File: src/rtl/cond_unit_if.sv
// Instruction-side bundle for cond_unit: decoder intents and ALU flags in,
// gated write enables, condition result, flags and statistics out.
interface cond_unit_if #(
  parameter int CNT_W = 16
);
  logic             valid;
  logic [3:0]       Cond;
  logic [3:0]       ALUFlags;
  logic [1:0]       FlagW;
  logic             PCS;
  logic             RegW;
  logic             MemW;
  logic             NoWrite;
  logic             PCSrc;
  logic             RegWrite;
  logic             MemWrite;
  logic             CondEx;
  logic [3:0]       Flags;
  logic             CondUndef;
  logic [CNT_W-1:0] ExecCnt;
  logic [CNT_W-1:0] SquashCnt;

  modport master (
    output valid, Cond, ALUFlags, FlagW, PCS, RegW, MemW, NoWrite,
    input  PCSrc, RegWrite, MemWrite, CondEx, Flags, CondUndef, ExecCnt, SquashCnt
  );

  modport slave (
    input  valid, Cond, ALUFlags, FlagW, PCS, RegW, MemW, NoWrite,
    output PCSrc, RegWrite, MemWrite, CondEx, Flags, CondUndef, ExecCnt, SquashCnt
  );
endinterface

File: src/rtl/cond_unit.sv
// ARMv4 conditional-execution unit: registered NZCV, zero-latency write gating.
// Execute/squash counters exist only when COND_UNIT_STATS_EN is defined.
module cond_unit #(
  parameter int CNT_W = 16
) (
  input logic        clk,
  input logic        reset,
  cond_unit_if.slave bus
);
  logic [3:0] flags;
  logic       undef_q;
  logic       cond_ex;
  logic       n_f, z_f, c_f, v_f;

  assign {n_f, z_f, c_f, v_f} = flags;

  // Evaluated against the registered flags only, so a flag-setting
  // instruction never influences its own condition.
  always_comb begin
    cond_ex = 1'b0;
    case (bus.Cond)
      4'b0000: cond_ex = z_f;
      4'b0001: cond_ex = !z_f;
      4'b0010: cond_ex = c_f;
      4'b0011: cond_ex = !c_f;
      4'b0100: cond_ex = n_f;
      4'b0101: cond_ex = !n_f;
      4'b0110: cond_ex = v_f;
      4'b0111: cond_ex = !v_f;
      4'b1000: cond_ex = c_f && !z_f;
      4'b1001: cond_ex = !c_f || z_f;
      4'b1010: cond_ex = (n_f == v_f);
      4'b1011: cond_ex = (n_f != v_f);
      4'b1100: cond_ex = !z_f && (n_f == v_f);
      4'b1101: cond_ex = z_f || (n_f != v_f);
      4'b1110: cond_ex = 1'b1;
      default: cond_ex = 1'b0;
    endcase
  end

  assign bus.CondEx    = cond_ex;
  assign bus.PCSrc     = bus.PCS && cond_ex && bus.valid;
  assign bus.MemWrite  = bus.MemW && cond_ex && bus.valid;
  assign bus.RegWrite  = bus.RegW && cond_ex && bus.valid && !bus.NoWrite;
  assign bus.Flags     = flags;
  assign bus.CondUndef = undef_q;

  always_ff @(posedge clk or posedge reset) begin
    if (reset) begin
      flags   <= 4'b0000;
      undef_q <= 1'b0;
    end else begin
      if (bus.valid && cond_ex) begin
        if (bus.FlagW[1]) flags[3:2] <= bus.ALUFlags[3:2];
        if (bus.FlagW[0]) flags[1:0] <= bus.ALUFlags[1:0];
      end
      undef_q <= bus.valid && (bus.Cond == 4'b1111);
    end
  end

`ifdef COND_UNIT_STATS_EN
  logic [CNT_W-1:0] exec_cnt;
  logic [CNT_W-1:0] squash_cnt;

  // Both counters stick at all-ones rather than wrapping.
  always_ff @(posedge clk or posedge reset) begin
    if (reset) begin
      exec_cnt   <= '0;
      squash_cnt <= '0;
    end else if (bus.valid) begin
      if (cond_ex && (exec_cnt != '1))
        exec_cnt <= exec_cnt + 1'b1;
      if (!cond_ex && (squash_cnt != '1))
        squash_cnt <= squash_cnt + 1'b1;
    end
  end

  assign bus.ExecCnt   = exec_cnt;
  assign bus.SquashCnt = squash_cnt;
`else
  assign bus.ExecCnt   = '0;
  assign bus.SquashCnt = '0;
`endif
endmodule
File: src/flat_wrapper.sv
// flat-port wrapper written by rule: the top's interface ports become plain ports
module cond_unit_flat 
#(
  parameter int CNT_W = 16
)
  (clk, reset, bus_valid, bus_Cond, bus_ALUFlags, bus_FlagW, bus_PCS, bus_RegW, bus_MemW, bus_NoWrite, bus_PCSrc, bus_RegWrite, bus_MemWrite, bus_CondEx, bus_Flags, bus_CondUndef, bus_ExecCnt, bus_SquashCnt);
  cond_unit_if #(.CNT_W(CNT_W)) bus_i ();
  input logic clk;
  input logic reset;
  input wire logic [$bits(bus_i.valid)-1:0] bus_valid;
  input wire logic [$bits(bus_i.Cond)-1:0] bus_Cond;
  input wire logic [$bits(bus_i.ALUFlags)-1:0] bus_ALUFlags;
  input wire logic [$bits(bus_i.FlagW)-1:0] bus_FlagW;
  input wire logic [$bits(bus_i.PCS)-1:0] bus_PCS;
  input wire logic [$bits(bus_i.RegW)-1:0] bus_RegW;
  input wire logic [$bits(bus_i.MemW)-1:0] bus_MemW;
  input wire logic [$bits(bus_i.NoWrite)-1:0] bus_NoWrite;
  output wire logic [$bits(bus_i.PCSrc)-1:0] bus_PCSrc;
  output wire logic [$bits(bus_i.RegWrite)-1:0] bus_RegWrite;
  output wire logic [$bits(bus_i.MemWrite)-1:0] bus_MemWrite;
  output wire logic [$bits(bus_i.CondEx)-1:0] bus_CondEx;
  output wire logic [$bits(bus_i.Flags)-1:0] bus_Flags;
  output wire logic [$bits(bus_i.CondUndef)-1:0] bus_CondUndef;
  output wire logic [$bits(bus_i.ExecCnt)-1:0] bus_ExecCnt;
  output wire logic [$bits(bus_i.SquashCnt)-1:0] bus_SquashCnt;
  assign bus_i.valid = bus_valid;
  assign bus_i.Cond = bus_Cond;
  assign bus_i.ALUFlags = bus_ALUFlags;
  assign bus_i.FlagW = bus_FlagW;
  assign bus_i.PCS = bus_PCS;
  assign bus_i.RegW = bus_RegW;
  assign bus_i.MemW = bus_MemW;
  assign bus_i.NoWrite = bus_NoWrite;
  assign bus_PCSrc = bus_i.PCSrc;
  assign bus_RegWrite = bus_i.RegWrite;
  assign bus_MemWrite = bus_i.MemWrite;
  assign bus_CondEx = bus_i.CondEx;
  assign bus_Flags = bus_i.Flags;
  assign bus_CondUndef = bus_i.CondUndef;
  assign bus_ExecCnt = bus_i.ExecCnt;
  assign bus_SquashCnt = bus_i.SquashCnt;
  cond_unit #(.CNT_W(CNT_W)) u_core (.clk(clk), .reset(reset), .bus(bus_i));
endmodule
File: config.mk
export PLATFORM = sky130hd
export DESIGN_NAME = cond_unit_flat
export DESIGN_NICKNAME = d
export VERILOG_FILES = /design/src/rtl/cond_unit_if.sv /design/src/rtl/cond_unit.sv /design/src/flat_wrapper.sv
export SDC_FILE = /design/constraint.sdc
export NUM_CORES = 1
export LEC_CHECK = 0
export BUFFER_PORTS_ARGS = -buffer_cell sky130_fd_sc_hd__buf_2
export CORE_AREA = 2 2 45 47
export CTS_CLUSTER_DIAMETER = 80
export DETAILED_ROUTE_END_ITERATION = 6
export DIE_AREA = 0 0 47 49
export PLACE_DENSITY_LB_ADDON = 0.1
export SLEW_MARGIN = 15
export SYNTH_ARGS = -nofsm -noshare
export SYNTH_HDL_FRONTEND = slang
export SYNTH_SLANG_ARGS = --single-unit
File: constraint.sdc
create_clock -name clk -period 5.4 [get_ports clk]
set_input_delay 1.08 -clock clk [delete_from_list [all_inputs] [get_ports clk]]
set_output_delay 1.08 -clock clk [all_outputs]
set_load 0.01 [all_outputs]
## Word level (Yosys, flattened, before mapping)

Cells that the tools add are included.

- Flip-flop bits (word level): 5
- Input bits: 17
- Logic and storage cells: 42

- Eq/ne operators: 17
- Muxes and demuxes: 1
- Reduce and logical (&&, ||, !) cells: 21

Operator list:

| cell | number |
|---|---|
| 4-bit == test, second input constant | 8 |
| 4-bit by 3-bit == test with 1-bit output, second input constant | 4 |
| 1-bit one-hot mux with 15 select lines | 1 |
| 1-bit logical AND | 11 |
| 4-bit by 2-bit == test with 1-bit output, second input constant | 2 |
| 1-bit logical NOT | 5 |
| 4-bit by 1-bit == test with 1-bit output, second input constant | 1 |
| 4-bit logical NOT | 1 |
| 2-bit AND reduction | 2 |
| 1-bit logical OR | 2 |
| 1-bit == test | 1 |
| 1-bit inequality test | 1 |

## Depth between registers and ports, before layout

Gate-level depths: netlist (run 1).

- Word-level depth: 6
- Gate-level depth with buffers: 6
- Gate-level depth less buffers: 5

## Worst setup path before layout (run 1)

OpenSTA, ideal clock, no wires.

- Path type: in2out
- Start point: input port bus_Cond[1]
- End point: output port bus_MemWrite
- Data arrival time: 2,371 ps
- Data required time: 4,320 ps
- Setup slack: 1,949 ps
- Stages on the path: 6
- Buffers on the path: 1
- Path through: buf_2 -> and3b_2 -> a211oi_1 -> a31oi_2 -> or2_2 -> and3_1

- Cells in the longest elaborated chain, start to end: 4

RTL lines:

| what | line | RTL |
|---|---|---|
| from (decl) | flat_wrapper.sv:11 | `input wire logic [$bits(bus_i.Cond)-1:0] bus_Cond;` |
| 4-bit == test, or another cell as far along | cond_unit.sv:21 | `case (bus.Cond)` |
| 1-bit one-hot mux with 15 select lines * | cond_unit.sv:21 |  |
| via bus_CondEx | flat_wrapper.sv:21 | `output wire logic [$bits(bus_i.CondEx)-1:0] bus_CondEx;` |
| 1-bit logical AND * (2 in a row) | cond_unit.sv:43 | `assign bus.MemWrite = bus.MemW && cond_ex && bus.valid;` |
| to (decl) | flat_wrapper.sv:20 | `output wire logic [$bits(bus_i.MemWrite)-1:0] bus_MemWrite;` |

The timed path passes the listed nets; every way through them passes the cells marked *.

## Worst setup path in the final report (run 1)

- Start point: input port bus_Cond[0]
- End point: output port bus_PCSrc

- Cells in the longest elaborated chain, start to end: 4

RTL lines:

| what | line | RTL |
|---|---|---|
| 4-bit == test, or another cell as far along | cond_unit.sv:21 |  |
| 1-bit one-hot mux with 15 select lines * | cond_unit.sv:21 |  |
| 1-bit logical AND * (2 in a row) | cond_unit.sv:42 | `assign bus.PCSrc = bus.PCS && cond_ex && bus.valid;` |
| to (decl) | flat_wrapper.sv:18 | `output wire logic [$bits(bus_i.PCSrc)-1:0] bus_PCSrc;` |

Mark *: on every way between the ends. The rest lies on a longest branch, timed or not.

==> results of run 1 <==
==> cell families (layout without fill, tap and decap cells) <==
| logic type | count (synthesis) | count (layout) | synth area share, % |
|---|---|---|---|
| simple gates | 21 | 21 | 20.63 |
| flops | 5 | 5 | 17.48 |
| xor+xnor | 3 | 3 | 3.672 |
| buf+inv | 38 | 31 | 39.51 |
| compound gates | 9 | 9 | 10.31 |
| other cells | 1 | 32 | 0.5240 |
| mux | 5 | 5 | 7.867 |
==> critical path: cells and delay by family <==
kind	cells	cell delay (ns)
AO/OA/AOI/OAI	2	0.44
AND/OR/NAND/NOR	3	0.75
buffers and inverters	2	0.33
==> synth_stat cells (all sizes together) <==
master	count
mux2	5
buf	35
a32oi	1
and4b	1
dfrtp	5
a311o	1
nand2b	1
xnor2	2
and3b	2
a22oi	1
and4bb	2
inv	2
conb	1
nand3	1
o211ai	2
nand2	2
nor2	2
a31oi	1
clkbuf	1
xor2	1
and3	2
a21oi	1
nor4	1
nand4b	2
a211oi	1
nor3	2
or2	1
nand3b	1
a21boi	1
nand4	1
==> power groups by stage <==
stage | registers, uW | clock network [uW] | logic [uW]
after floorplan | 78.5 | 0 | 96.4
after global routing | 80.9 | 49.6 | 136
after detailed placement | 77.1 | 0 | 121
after CTS | 76.8 | 44.1 | 122
final | 76.4 | 42.8 | 121
after global placement | 77.2 | 0 | 120
==> metal layers <==
| layer | GRT usage, % | vias up |
|---|---|---|
| met5 | 0 | - |
| met4 | 6.944 | 0 |
| met3 | 2.222 | 4 |
| met2 | 19.63 | 28 |
| met1 | 16.40 | 271 |
| li1 | - | 269 |
==> worst max path at each step <==
stage / start / cells past startpoint / end
after global placement: bus_Cond[0] / 7 / bus_MemWrite
after CTS: bus_Cond[0] / 7 / bus_PCSrc
after global routing: bus_Cond[2] / 7 / bus_MemWrite
after detailed placement: bus_Cond[0] / 7 / bus_PCSrc
after floorplan: bus_Cond[1] / 6 / bus_MemWrite
final: bus_Cond[0] / 7 / bus_PCSrc
==> sequential cells by signal, indices dropped and copies added, names as in the netlist <==
name / cells
u_core.bus.Flags: 4
u_core.bus.CondUndef: 1
==> cell type report <==
type | instances | share of cell area [%]
multi-input combinational | 70 | 57.17
inverter | 2 | 1.012
tap | 27 | 4.553
timing repair buffer | 25 | 16.86
clock buffer | 4 | 3.541
sequential | 5 | 16.86
==> cell usage in the layout, fill, tap and decap left out, drive strengths merged <==
| master | instances |
|---|---|
| and4bb | 2 |
| nand2 | 2 |
| nor4 | 1 |
| a21boi | 1 |
| and4b | 1 |
| inv | 2 |
| clkbuf | 4 |
| xnor2 | 2 |
| nand2b | 1 |
| nand4 | 1 |
| dfrtp | 5 |
| a31oi | 1 |
| nand4b | 2 |
| nor2 | 2 |
| or2 | 1 |
| o211ai | 2 |
| and3 | 2 |
| nor3 | 2 |
| xor2 | 1 |
| a22oi | 1 |
| a21oi | 1 |
| conb | 32 |
| a32oi | 1 |
| a211oi | 1 |
| and3b | 2 |
| nand3b | 1 |
| mux2 | 5 |
| a311o | 1 |
| nand3 | 1 |
| buf | 25 |
==> through the flow <==
stage / worst slack [ns] / utilization (%) / power [uW]
after floorplan: 1.949 / - / 174.9
after global routing: 1.608 / 40.29 / 266.7
after global placement: 1.749 / 38.86 / 197.6
after detailed placement: 1.725 / 38.86 / 198.3
after CTS: 1.716 / 40.29 / 242.6
final: 1.726 / 40.29 / 240.2
==> results.py, run 1 <==
metrics = {
    "logic_synthesis": {
        "yosysTopAreaCell": "buf_4",
        "synth_top_area_share_pct": 33.57,
        "synth-seq-cells": 5,
        "ys_warn_count": 0,
        "synth_area_leaders": "buf_4 34%, dfrtp_1 17%, mux2_2 7.9%",
        "synthCells": 82,
        "seq_area_frac_synth_pct": 17.48,
        "syn_area_per_cell_sq_um": 8.728,
        "synth_area_sq_um": 715.7,
        "synth_cell_types": 32,
    },
    "layout": {
        "finalInstanceArea_sq_um": 742.0,
        "drive_gt1_share_pct": 36.79,
        "area_delta_synth_final_pct": 3.671,
        "fill_cells": 222,
        "multi_input_area_sq_um": 424.2,
        "seq_area_sq_um": 125.1,
        "antenna_cells": 0,
        "final_nets": 124,
        "finalNonFillerCells": 133,
    },
    "route": {
        "routed-wl-met2_microns": 705,
        "num_vias": 572,
        "drt_iter0_drc": 6,
        "finalWirelength_microns": 1325,
        "ant_nets": 0,
        "wl_met3_microns": 73,
        "via_per_inst": 4.301,
        "drtPass1Iterations": 4,
        "wire_per_inst_microns": 9.962,
        "met1Wirelength_microns": 519,
        "drc": 0,
        "top_layer": "met4",
    },
    "worst_setup_path": {
        "start_kind": "input pin",
        "max_stage_delay_ns": 0.34,
        "crit_path_top_delay_cell": "or2_2",
        "rr_startpoint": "u_core.bus.Flags[2]",
        "reg2reg_to": "u_core.bus.Flags[1]",
        "reg2reg_depth": 5,
        "r2r_slack_ns": 3.54,
        "cp_max_fo": 10,
        "end_kind": "output port",
        "crit_type": "input pin to output port",
        "worstPathRequired_ns": 4.32,
        "crit_top_cell": "buf_2",
        "critPathArrivalTime_ns": 2.59,
        "crit_chain": "buf_2 > and3b_2 > a211oi_1 > a31oi_2 > or2_2 > and3_1 > buf_2",
    },
    "timing": {
        "finalCriticalPeriod_ns": 3.674,
        "hold_viol": 0,
        "fin_tns_setup_ns": 0,
        "whs_ns": 0.5884,
        "setup_viol": 0,
        "finalCritPeriodShare_pct": 68.04,
        "worst_clock_skew_ns": 0.002703,
        "grt_setup_unrepaired": "false",
        "final_max_slew_viol_count": 0,
        "max_freq_mhz": 272.2,
    },
    "global_route": {
        "overflow": 0,
        "antenna_found_initial": 0,
        "grt_pass1_vias": 471,
        "grt_pass1_wl_microns": 2166,
        "grt_max_degree": 13,
        "grt_usage_pct": 12.80,
    },
    "clock_tree": {
        "post_cts_resized": 0,
        "h-tree-depth": 1,
        "post-cts-setup-buffers": 0,
        "cts_tree": "done",
        "cts-buffers-inserted": 3,
        "cts.sinks": 5,
        "hold_buffers": 0,
        "clockBufferDepth": 2,
        "clkSlewWorstSetupHoldPaths_ns": 0.04,
        "clk_latency_ns": 0.24,
        "cts_root_buf": "clkbuf_4",
    },
    "die": {
        "start_util_pct": 38.86,
        "die_w_microns": 47,
        "die_area_sq_um": 2303,
        "core_area_sq_um": 1842,
        "fp.dieH_microns": 49,
        "io_pins": 58,
        "fp-row-count": 16,
    },
    "job": {
        "drv_cap": 0,
    },
    "power_and_ir_drop": {
        "clockPowerShare_pct": 17.8,
        "p_int_uw": 140.5,
        "pwr-share-comb_pct": 50.4,
        "pwr_density_cell_nw_per_um2": 323.8,
        "static-leakage-power_uw": 0.0003973,
        "switching_share_pct": 41.53,
        "p_sw_uw": 99.76,
        "peakVddDrop_v": 0.0001842,
        "p_seq_share_pct": 31.8,
    },
    "min_path": {
        "min_from": "u_core.bus.Flags[1]",
        "hold_path_end": "u_core.bus.Flags[1]",
        "hold_path.class": "flip-flop to flip-flop",
        "holdPathStages": 1,
    },
    "run_status": {
        "status": "completed",
    },
    "placed_design": {
        "postPlaceCellArea_sq_um": 715.7,
        "gp_congestion": 0.6764,
        "hpwlAfterDp_microns": 1085,
        "dp_cells": 129,
        "io_buffer_count": 25,
    },
}
Note: power is estimated with default switching activity, not from simulation.
==> run 2: changes to the inputs <==
Settings changed: ABC_AREA set to 1, CORE_AREA 2 2 45 47 to 2 2 47 49, DIE_AREA 0 0 47 49 to 0 0 49 51.
Clock period 5.4 ns to 3.6 ns, I/O delays scaled along.
==> run 2 against run 1 <==
Sequential power up 40%. Die area grew 8.5%. Clock power increased by 48%. Critical path type unchanged.
==> results.py, run 2 <==
metrics = {
    "power_and_ir_drop": {
        "peakVddDrop_v": 0.0002543,
        "pwr_density_cell_nw_per_um2": 490.3,
        "static-leakage-power_uw": 0.0004911,
    },
    "worst_setup_path": {
        "max_stage_delay_ns": 0.16,
        "crit_type": "input pin to output port",
        "crit_path_top_delay_cell": "nor2_1",
        "crit_top_cell": "nand2_1",
        "start_kind": "input pin",
        "worstPathRequired_ns": 2.88,
        "crit_chain": "buf_2 > inv_1 > nor2_1 > nand2_1 > nand2_1 > nand2_1 > nand2_1 > inv_1 > nand3_4 > nand3_1 > nor2_1 > buf_2",
        "end_kind": "output port",
        "reg2reg_depth": 11,
        "cp_max_fo": 9,
        "reg2reg_to": "u_core.bus.Flags[3]",
        "rr_startpoint": "u_core.bus.Flags[0]",
        "critPathArrivalTime_ns": 1.76,
        "r2r_slack_ns": 2.23,
    },
    "logic_synthesis": {
        "synthMostInstantiatedCell": "buf_4",
        "synth_top_area_share_pct": 32.99,
        "synthCells": 114,
        "synthTopCellsByCount": "32 x buf_4, 29 x nand2_1, 11 x inv_1, 11 x nand3_1, 8 x nor2_1",
        "syn_area_per_cell_sq_um": 6.388,
        "synth_area_sq_um": 728.2,
        "synth_cell_types": 18,
        "seq_area_frac_synth_pct": 17.18,
        "ys_warn_count": 0,
        "synth_enable_flop_cells": 0,
        "yosysTopAreaCell": "buf_4",
        "synth_area_leaders": "buf_4 33%, dfrtp_1 17%, nand2_1 15%",
        "synthArstFlopShare_pct": 100.0,
        "synth-main-ff-cell": "dfrtp_1",
        "synth-seq-cells": 5,
    },
    "placed_design": {
        "postPlaceCellArea_sq_um": 754.5,
        "gp_congestion": 0.9036,
        "io_buffer_count": 25,
        "dp_cells": 164,
        "hpwlAfterDp_microns": 1244,
    },
    "layout": {
        "area_delta_synth_final_pct": 7.217,
        "largest_reg_flops": 4,
        "fill_cells": 250,
        "final_nets": 158,
        "finalNonFillerCells": 168,
        "final_common_cell": "conb_1",
        "antenna_cells": 0,
        "seq_area_sq_um": 125.1,
        "drive_gt1_share_pct": 25.71,
        "multi_input_area_sq_um": 424.2,
        "finalInstanceArea_sq_um": 780.7,
        "mostFrequentLayoutCells": "32 x conb_1, 29 x nand2_1, 25 x buf_2",
    },
    "global_route": {
        "grt_usage_pct": 11.61,
        "grt_pass1_wl_microns": 2318,
        "antenna_found_initial": 0,
        "overflow": 0,
        "grt_max_degree": 10,
        "grt_pass1_vias": 590,
    },
    "clock_tree": {
        "clockBufferDepth": 2,
        "clkSlewWorstSetupHoldPaths_ns": 0.04,
        "hold_buffers": 0,
        "cts.sinks": 5,
        "cts_root_buf": "clkbuf_4",
        "clk_latency_ns": 0.24,
        "post-cts-setup-buffers": 0,
        "h-tree-depth": 1,
        "cts-buffers-inserted": 3,
        "cts_tree": "done",
        "post_cts_resized": 0,
    },
    "timing": {
        "setup_viol": 0,
        "whs_ns": 0.3718,
        "grt_setup_unrepaired": "false",
        "finalCriticalPeriod_ns": 2.482,
        "finalCritPeriodShare_pct": 68.95,
        "final_max_slew_viol_count": 0,
        "max_freq_mhz": 402.9,
        "worst_clock_skew_ns": 0.003193,
        "hold_viol": 0,
        "fin_tns_setup_ns": 0,
    },
    "route": {
        "drc": 0,
        "drtPass1Iterations": 4,
        "via_per_inst": 4.113,
        "wire_per_inst_microns": 8.405,
        "num_vias": 691,
        "ant_nets": 0,
        "drt_iter0_drc": 8,
        "finalWirelength_microns": 1412,
    },
    "min_path": {
        "hold_path.class": "input pin to async pin",
    },
    "die": {
        "start_util_pct": 35.29,
        "io_pins": 58,
        "fp.dieH_microns": 51,
        "fp-row-count": 17,
        "core_area_sq_um": 2063,
        "die_w_microns": 49,
        "die_area_sq_um": 2499,
    },
    "job": {
        "drv_cap": 0,
    },
    "run_status": {
        "status": "completed",
    },
}
-- run 2: cell count changes in the layout (fill, tap and decap cells not counted), moves of 3 or more --
cell,change
inv_1,+9
mux2_2,-5
nand2_1,+27
nand3_1,+10
nand4_1,+3
nor2_1,+6
-- run 2: kinds of logic (layout without fill, tap and decap cells) --
group	count (synthesis)	in the layout	synth area share, %
DFF	5	5	17.18
buffers and inverters	46	41	40.55
other	1	32	0.5150
and+or+nand+nor	60	60	39.86
AOI/OAI and AO/OA	2	2	1.890
-- run 2: worst max path at each step --
stage / from / end / slack, ns / cells after the start
global placement: bus_Cond[2] / bus_MemWrite / 1.12 / 12
global route: bus_Cond[2] / bus_MemWrite / 0.86 / 12
finish: bus_Cond[2] / bus_RegWrite / 1.12 / 12
floorplan: bus_Cond[0] / bus_RegWrite / 1.28 / 10
CTS: bus_Cond[2] / bus_MemWrite / 1.11 / 12
detailed placement: bus_Cond[2] / bus_MemWrite / 1.11 / 12
-- run 2: stage by stage --
step           power (uW)  util, %  worst slack [ns]
2_1_floorplan       275.2        -             1.278
3_3_place_gp        319.3    36.57             1.119
3_5_place_dp        321.4    36.57             1.109
4_1_cts             387.8    37.84             1.108
5_1_grt             423.3    37.84            0.8627
6_report            382.8    37.84             1.118
-- run 2: final cells by class --
type | count | share of cell area, %
Sequential cell | 5 | 16.03
Clock buffer | 4 | 3.365
Multi-Input combinational cell | 94 | 54.33
Tap cell | 28 | 4.487
Timing Repair Buffer | 25 | 16.03
Inverter | 12 | 5.769
-- run 2: layer usage --
metal | GRT usage (%) | part of all wire (%)
met5 | 0 | 0
met4 | 2.857 | 0
met1 | 14.26 | 41
met3 | 2.047 | 8.8
met2 | 21.00 | 50
-- run 2: worst max-delay path, delay by kind of cell --
kind,cells,cell delay [ns]
buffers and inverters,4,0.34
and+or+nand+nor,8,0.69
-- run 2: power by group --
part | internal (uW) | leakage [uW] | switching [uW]
registers | 77.8 | 0.0000635 | 29.1
logic | 76.9 | 0.000413 | 136
clock network | 41.8 | 0.0000150 | 21.7
total | 196 | 0.000491 | 186
